### src/rtl/tlul_pkg.sv
// Shared TL-UL types: A/D opcodes, responder FSM states and the byte-enable helper.
package tlul_pkg;

   typedef enum logic [2:0] {
      PutFullData    = 3'd0,
      PutPartialData = 3'd1,
      Get            = 3'd4
   } tlAOp_e;

   typedef enum logic [2:0] {
      AccessAck     = 3'd0,
      AccessAckData = 3'd1
   } tlDOp_e;

   typedef enum logic [1:0] {
      IDLE,
      ACCESS,
      RESP
   } rspState_e;

   // Lanes touched by a naturally sized access; oversize shifts simply fall off the top.
   function automatic logic [3:0] calcByteEnable(input logic [1:0] size, input logic [1:0] addrLow);
      case (size)
         2'd0:    calcByteEnable = 4'b0001 << addrLow;
         2'd1:    calcByteEnable = 4'b0011 << addrLow;
         default: calcByteEnable = 4'b1111;
      endcase
   endfunction

endpackage

### src/rtl/tlul_mem_responder.sv
// Single-outstanding TL-UL responder in front of an external one-cycle SRAM port.
// Define TLUL_ERR_CHECK_EN to answer malformed requests with d_error_o instead of accessing memory.
module tlul_mem_responder
   import tlul_pkg::*;
#(
   parameter int ADDR_W = 32,
   parameter int DATA_W = 32
) (
   input  logic              clk_i,
   input  logic              rst_ni,
   input  logic              a_valid_i,
   output logic              a_ready_o,
   input  logic [2:0]        a_opcode_i,
   input  logic [1:0]        a_size_i,
   input  logic [ADDR_W-1:0] a_address_i,
   input  logic [3:0]        a_mask_i,
   input  logic [DATA_W-1:0] a_data_i,
   output logic              d_valid_o,
   input  logic              d_ready_i,
   output logic [2:0]        d_opcode_o,
   output logic [1:0]        d_size_o,
   output logic [DATA_W-1:0] d_data_o,
   output logic              d_error_o,
   output logic              mem_req_o,
   output logic              mem_we_o,
   output logic [ADDR_W-1:0] mem_addr_o,
   output logic [3:0]        mem_be_o,
   output logic [DATA_W-1:0] mem_wdata_o,
   input  logic [DATA_W-1:0] mem_rdata_i
);

   rspState_e         state_q;
   logic              aReady_q, dValid_q, dError_q, memReq_q, memWe_q;
   logic [2:0]        dOpcode_q;
   logic [1:0]        dSize_q, size_q, offset_q;
   logic [DATA_W-1:0] dData_q, memWdata_q;
   logic [ADDR_W-1:0] memAddr_q;
   logic [3:0]        memBe_q;
   logic              isGet_q, err_q;

   logic              isPut_d, isGet_d, err_d;
   logic [3:0]        be_d;
   logic [DATA_W-1:0] rdataAligned;

   always_comb begin
      isPut_d = (a_opcode_i == PutFullData) || (a_opcode_i == PutPartialData);
      isGet_d = (a_opcode_i == Get);
      be_d    = (a_opcode_i == PutPartialData) ? a_mask_i
                                               : calcByteEnable(a_size_i, a_address_i[1:0]);
`ifdef TLUL_ERR_CHECK_EN
      err_d   = (a_size_i == 2'd3)
             || ((a_size_i == 2'd1) && a_address_i[0])
             || ((a_size_i == 2'd2) && (a_address_i[1:0] != 2'b00))
             || !(isPut_d || isGet_d);
`else
      err_d   = 1'b0;
`endif
   end

   assign rdataAligned = mem_rdata_i >> {offset_q, 3'b000};

   // Every output is a flop, so reset clears them asynchronously and the D beat is glitch-free.
   always_ff @(posedge clk_i or negedge rst_ni) begin
      if (!rst_ni) begin
         state_q    <= IDLE;
         aReady_q   <= 1'b0;
         dValid_q   <= 1'b0;
         dOpcode_q  <= '0;
         dSize_q    <= '0;
         dData_q    <= '0;
         dError_q   <= 1'b0;
         memReq_q   <= 1'b0;
         memWe_q    <= 1'b0;
         memAddr_q  <= '0;
         memBe_q    <= '0;
         memWdata_q <= '0;
         size_q     <= '0;
         offset_q   <= '0;
         isGet_q    <= 1'b0;
         err_q      <= 1'b0;
      end else begin
         case (state_q)
            IDLE: begin
               aReady_q <= 1'b1;
               if (a_valid_i && aReady_q) begin
                  state_q    <= ACCESS;
                  aReady_q   <= 1'b0;
                  memReq_q   <= !err_d;
                  memWe_q    <= isPut_d && !err_d;
                  memAddr_q  <= {a_address_i[ADDR_W-1:2], 2'b00};
                  memBe_q    <= be_d;
                  memWdata_q <= a_data_i;
                  size_q     <= a_size_i;
                  offset_q   <= a_address_i[1:0];
                  isGet_q    <= isGet_d;
                  err_q      <= err_d;
               end
            end
            ACCESS: begin
               state_q   <= RESP;
               memReq_q  <= 1'b0;
               memWe_q   <= 1'b0;
               dValid_q  <= 1'b1;
               dOpcode_q <= isGet_q ? AccessAckData : AccessAck;
               dSize_q   <= size_q;
               dError_q  <= err_q;
               dData_q   <= (isGet_q && !err_q) ? rdataAligned : '0;
            end
            RESP: begin
               if (d_ready_i) begin
                  state_q  <= IDLE;
                  dValid_q <= 1'b0;
                  aReady_q <= 1'b1;
               end
            end
            default: state_q <= IDLE;
         endcase
      end
   end

   assign a_ready_o   = aReady_q;
   assign d_valid_o   = dValid_q;
   assign d_opcode_o  = dOpcode_q;
   assign d_size_o    = dSize_q;
   assign d_data_o    = dData_q;
   assign d_error_o   = dError_q;
   assign mem_req_o   = memReq_q;
   assign mem_we_o    = memWe_q;
   assign mem_addr_o  = memAddr_q;
   assign mem_be_o    = memBe_q;
   assign mem_wdata_o = memWdata_q;

endmodule

### config.mk
export PLATFORM = sky130hd
export DESIGN_NAME = tlul_mem_responder
export DESIGN_NICKNAME = d
export VERILOG_FILES = /design/src/rtl/tlul_pkg.sv /design/src/rtl/tlul_mem_responder.sv
export SDC_FILE = /design/constraint.sdc
export NUM_CORES = 1
export LEC_CHECK = 0
export ABC_AREA = 1
export CAP_MARGIN = 0
export CORE_MARGIN = 4
export CORE_UTILIZATION = 47
export CTS_BUF_LIST = sky130_fd_sc_hd__clkbuf_8
export CTS_CLUSTER_SIZE = 20
export DETAILED_ROUTE_END_ITERATION = 6
export PLACE_DENSITY = 0.95
export SLEW_MARGIN = 20
export SYNTH_ARGS = -nofsm -noshare
export SYNTH_HDL_FRONTEND = slang
export SYNTH_SLANG_ARGS = --single-unit
### constraint.sdc
create_clock -name clk_i -period 2 [get_ports clk_i]
set_input_delay 0.4 -clock clk_i [delete_from_list [all_inputs] [get_ports clk_i]]
set_output_delay 0.4 -clock clk_i [all_outputs]
set_load 0.05 [all_outputs]
==> impl_metrics.py <==
metrics = {
    "clocking": {
        "cts.sinks": 112,
        "cts.path.max_buffers": 2,
        "clockRootBuffer": "clkbuf_8",
        "postCtsSetupBuffers": 0,
        "path_clk_slew_ns": 0.11,
        "cts_buffers": 9,
        "tritoncts": "done",
        "h-tree-depth": 3,
        "clock_latency_ns": 0.36,
    },
    "logic_synthesis": {
        "synthTopCellsByArea": "dfrtp_1 57%, nand2_1 26%, nand3_1 3.6%",
        "avgSynthCellArea_sq_um": 8.22,
        "synth_cells": 594,
        "synthesis.area_sq_um": 4880,
        "synth-seq-cells": 112,
        "synth_top_area_cell": "dfrtp_1",
        "yosys.cell_types.count": 22,
        "yosysSeqAreaShare_pct": 57.4,
        "yosysWarnings": 0,
        "netlist.area_leader.share_pct": 57.4,
    },
    "cells_and_area": {
        "layout-drive-gt1-share_pct": 7.73,
        "n_antenna_cell": 0,
        "synthToLayoutAreaGrowth_pct": 50.5,
        "layout.nets": 906,
        "finalInstanceArea_sq_um": 7350,
    },
    "critical_path": {
        "crit_fanout": 2,
        "crit_slowest_cell": "clkdlybuf4s50_1",
        "r2r_slack_ns": 0.51,
        "path_buf_inv": 1,
        "path_depth": 1,
        "worst-setup-path-type": "reg2out",
        "worstSetupStartpoint": "d_data_o[16]$_DFFE_PN0P_",
        "worstSetupStartpointType": "register",
        "required_ns": 1.60,
        "critPathCaptureType": "output pin",
        "worstPathArrival_ns": 1.55,
        "crit_end": "d_data_o[16]",
        "r2r_start": "state_q[1]$_DFFE_PN0P_",
        "path_cells": "clkdlybuf4s50_1",
        "rr_endpoint": "d_data_o[16]$_DFFE_PN0P_",
        "reg2reg_depth": 5,
        "crit_family": "buffers and inverters",
        "slowest_delay_ns": 0.83,
    },
    "timing": {
        "hold_viol_final": 0,
        "fmaxAchievable_mhz": 512,
        "finClkSkew_ns": 0.0143,
        "worst_pin_slew_ns": 0.575,
        "tns_ns": 0,
        "finalSetupViolCount": 0,
        "slew_headroom_pct": 61.7,
        "period_minus_slack_ns": 1.95,
        "slew_viol_final": 0,
        "finalCritPeriodShare_pct": 97.7,
    },
    "power": {
        "p_seq_share_pct": 28.9,
        "ir_drop_mv": 1.13,
        "p_int_mw": 6.30,
        "p_comb_share_pct": 61.8,
        "power.net_switching_mw": 7.15,
        "power_per_cell_area_nw_per_um2": 1830,
        "p_sw_share_pct": 53.1,
        "p_leak_nw": 4.17,
        "power_frac_clock_pct": 9.3,
    },
    "global_route": {
        "antenna_found_initial": 0,
        "globalRoute.totalOverflow": 0,
        "track_usage_pct": 25.2,
        "grt_pass1_vias": 4724,
        "grt_start_max_net_pins": 113,
        "grt_pass1_wl_microns": 23500,
    },
    "floorplan": {
        "io_pins": 219,
        "die_area_sq_um": 12100,
        "start_util_pct": 49.1,
        "num_rows": 36,
        "die_h_microns": 110,
        "die_x_microns": 110,
        "core-area_sq_um": 9950,
    },
    "place": {
        "place_area_sq_um": 7070,
        "place_hpwl_microns": 11400,
        "gp_congestion": 0.890,
        "portBuffers": 213,
    },
    "detailed_routing": {
        "vias": 4688,
        "via_per_inst": 5.01,
        "drc": 0,
        "drt_iter0_markers": 444,
        "postRouteAntennaNets": 0,
        "routedWlPerCell_microns": 16.5,
        "first_pass_iters": 5,
        "wl_microns": 15500,
    },
    "status": {
        "status": "completed",
    },
    "job": {
        "cap_violations": 0,
    },
    "worst_hold_path": {
        "hold_class": "in2async",
    },
}
==> cell usage in the layout (no fill, tap or decap) <==
cell / synthesis / layout
a21oi_1: 8 / 8
buf_12: 0 / 5
buf_4: 7 / 21
clkbuf_8: 0 / 9
clkdlybuf4s50_1: 0 / 158
clkinv_2: 0 / 2
clkinv_4: 0 / 2
clkinvlp_4: 0 / 1
conb_1: 1 / 5
dfrtp_1: 112 / 112
dlymetal6s2s_1: 0 / 39
inv_1: 18 / 18
inv_2: 5 / 5
inv_6: 0 / 1
inv_8: 0 / 1
nand2_1: 339 / 339
nand2_4: 1 / 1
nand3_1: 35 / 35
nand3b_1: 3 / 3
nor2_1: 5 / 5
nor2_2: 1 / 1
nor2_4: 2 / 2
nor2_8: 1 / 1
o21ai_0: 14 / 14
o21ai_1: 3 / 3
o21ai_2: 10 / 10
o21bai_1: 1 / 1
==> timing repair <==
item	in CTS	in global routing
endpoints found under the hold margin	0	0
hold buffers	0	0
resized for setup	0	39
setup endpoints to repair	0	39
==> worst reg2reg max path, cell delays in order (launching register included) <==
cell and delay [ns]:
dfrtp_1 0.46, nor2_4 0.16, inv_2 0.08, nor2_8 0.25
nand2_4 0.23, o21ai_0 0.23
==> synthesized netlist by cell type <==
library cell and count:
nor2_1 5, buf_1 1, inv_2 5, nand2_1 339, nor2_2 1, conb_1 1, nand3_1 35, nand3b_1 3
nand2_4 1, nor2_8 1, nor2_4 2, buf_4 7, o21ai_2 10, buf_2 21, dfrtp_1 112, o21ai_0 14
clkbuf_1 1, o21ai_1 3, a21oi_1 8, inv_1 18, o21bai_1 1, buf_6 5
==> per-stage QoR <==
stage	hold slack (ns)	cells	worst slack, ns	util (%)	power (mW)
after floorplan	0.104	598	0.588	-	9.33
after global placement	0.453	919	0.318	71.1	12.0
after detailed placement	0.458	919	0.223	71.1	12.3
after CTS	0.144	935	0.0000423	72.9	13.5
after global routing	0.144	935	-0.0118	73.8	14.2
final	0.115	935	0.0453	73.8	13.4
==> how the worst min path moves through the flow <==
stage | start | endpoint | slack [ns] | cells past startpoint
floorplan | rst_ni | a_ready_o$_DFFE_PN0P_ | 0.10 | 0
global placement | mem_wdata_o[18]$_DFFE_PN0P_ | mem_wdata_o[18]$_DFFE_PN0P_ | 0.45 | 2
detailed placement | mem_addr_o[2]$_DFFE_PN0P_ | mem_addr_o[2]$_DFFE_PN0P_ | 0.46 | 2
CTS | rst_ni | d_data_o[29]$_DFFE_PN0P_ | 0.14 | 2
global route | rst_ni | mem_wdata_o[20]$_DFFE_PN0P_ | 0.14 | 2
finish | rst_ni | mem_wdata_o[20]$_DFFE_PN0P_ | 0.11 | 2
==> registers in the layout, summed over array words and instances (netlist names) <==
name         flops
offset_q         2
isGet_q          1
d_data_o        32
mem_wdata_o     32
d_size_o         2
state_q          2
mem_req_o        1
mem_addr_o      30
d_opcode_o       1
size_q           2
a_ready_o        1
d_valid_o        1
mem_be_o         4
mem_we_o         1
==> power by group through the flow <==
stage / clock (mW) / combinational [mW] / sequential (mW)
after floorplan: 0 / 2.10 / 7.23
after global placement: 0 / 8.15 / 3.85
after detailed placement: 0 / 8.34 / 3.92
after CTS: 1.28 / 8.36 / 3.89
after global routing: 1.38 / 8.84 / 4.00
final: 1.25 / 8.31 / 3.89
==> kinds of logic after synthesis <==
logic type / after synthesis / share of synthesized area, %
other: 1 / 0.0768
DFF: 112 / 57.4
buffers and inverters: 58 / 6.30
AOI/OAI and AO/OA: 36 / 4.51
and+or+nand+nor: 387 / 31.7
==> area by class of cell <==
| class | instances | area, sq um |
|---|---|---|
| Tap cell | 133 | 166 |
| Timing Repair Buffer | 223 | 2330 |
| Clock buffer | 9 | 124 |
| Fill cell | 710 | 2610 |
| Clock inverter | 7 | 55.1 |
| Inverter | 23 | 86.3 |
| Sequential cell | 112 | 2800 |
| Multi-Input combinational cell | 428 | 1790 |
==> per-layer routing <==
layer / routed length, microns / track usage (%) / vias up
li1: - / - / 2214
met2: 7780 / 43.3 / 221
met4: 582 / 10.7 / 0
met3: 1260 / 5.70 / 42
met5: 0 / 0 / -
met1: 5850 / 30.4 / 2211
Note: power is estimated with default switching activity, not from simulation.
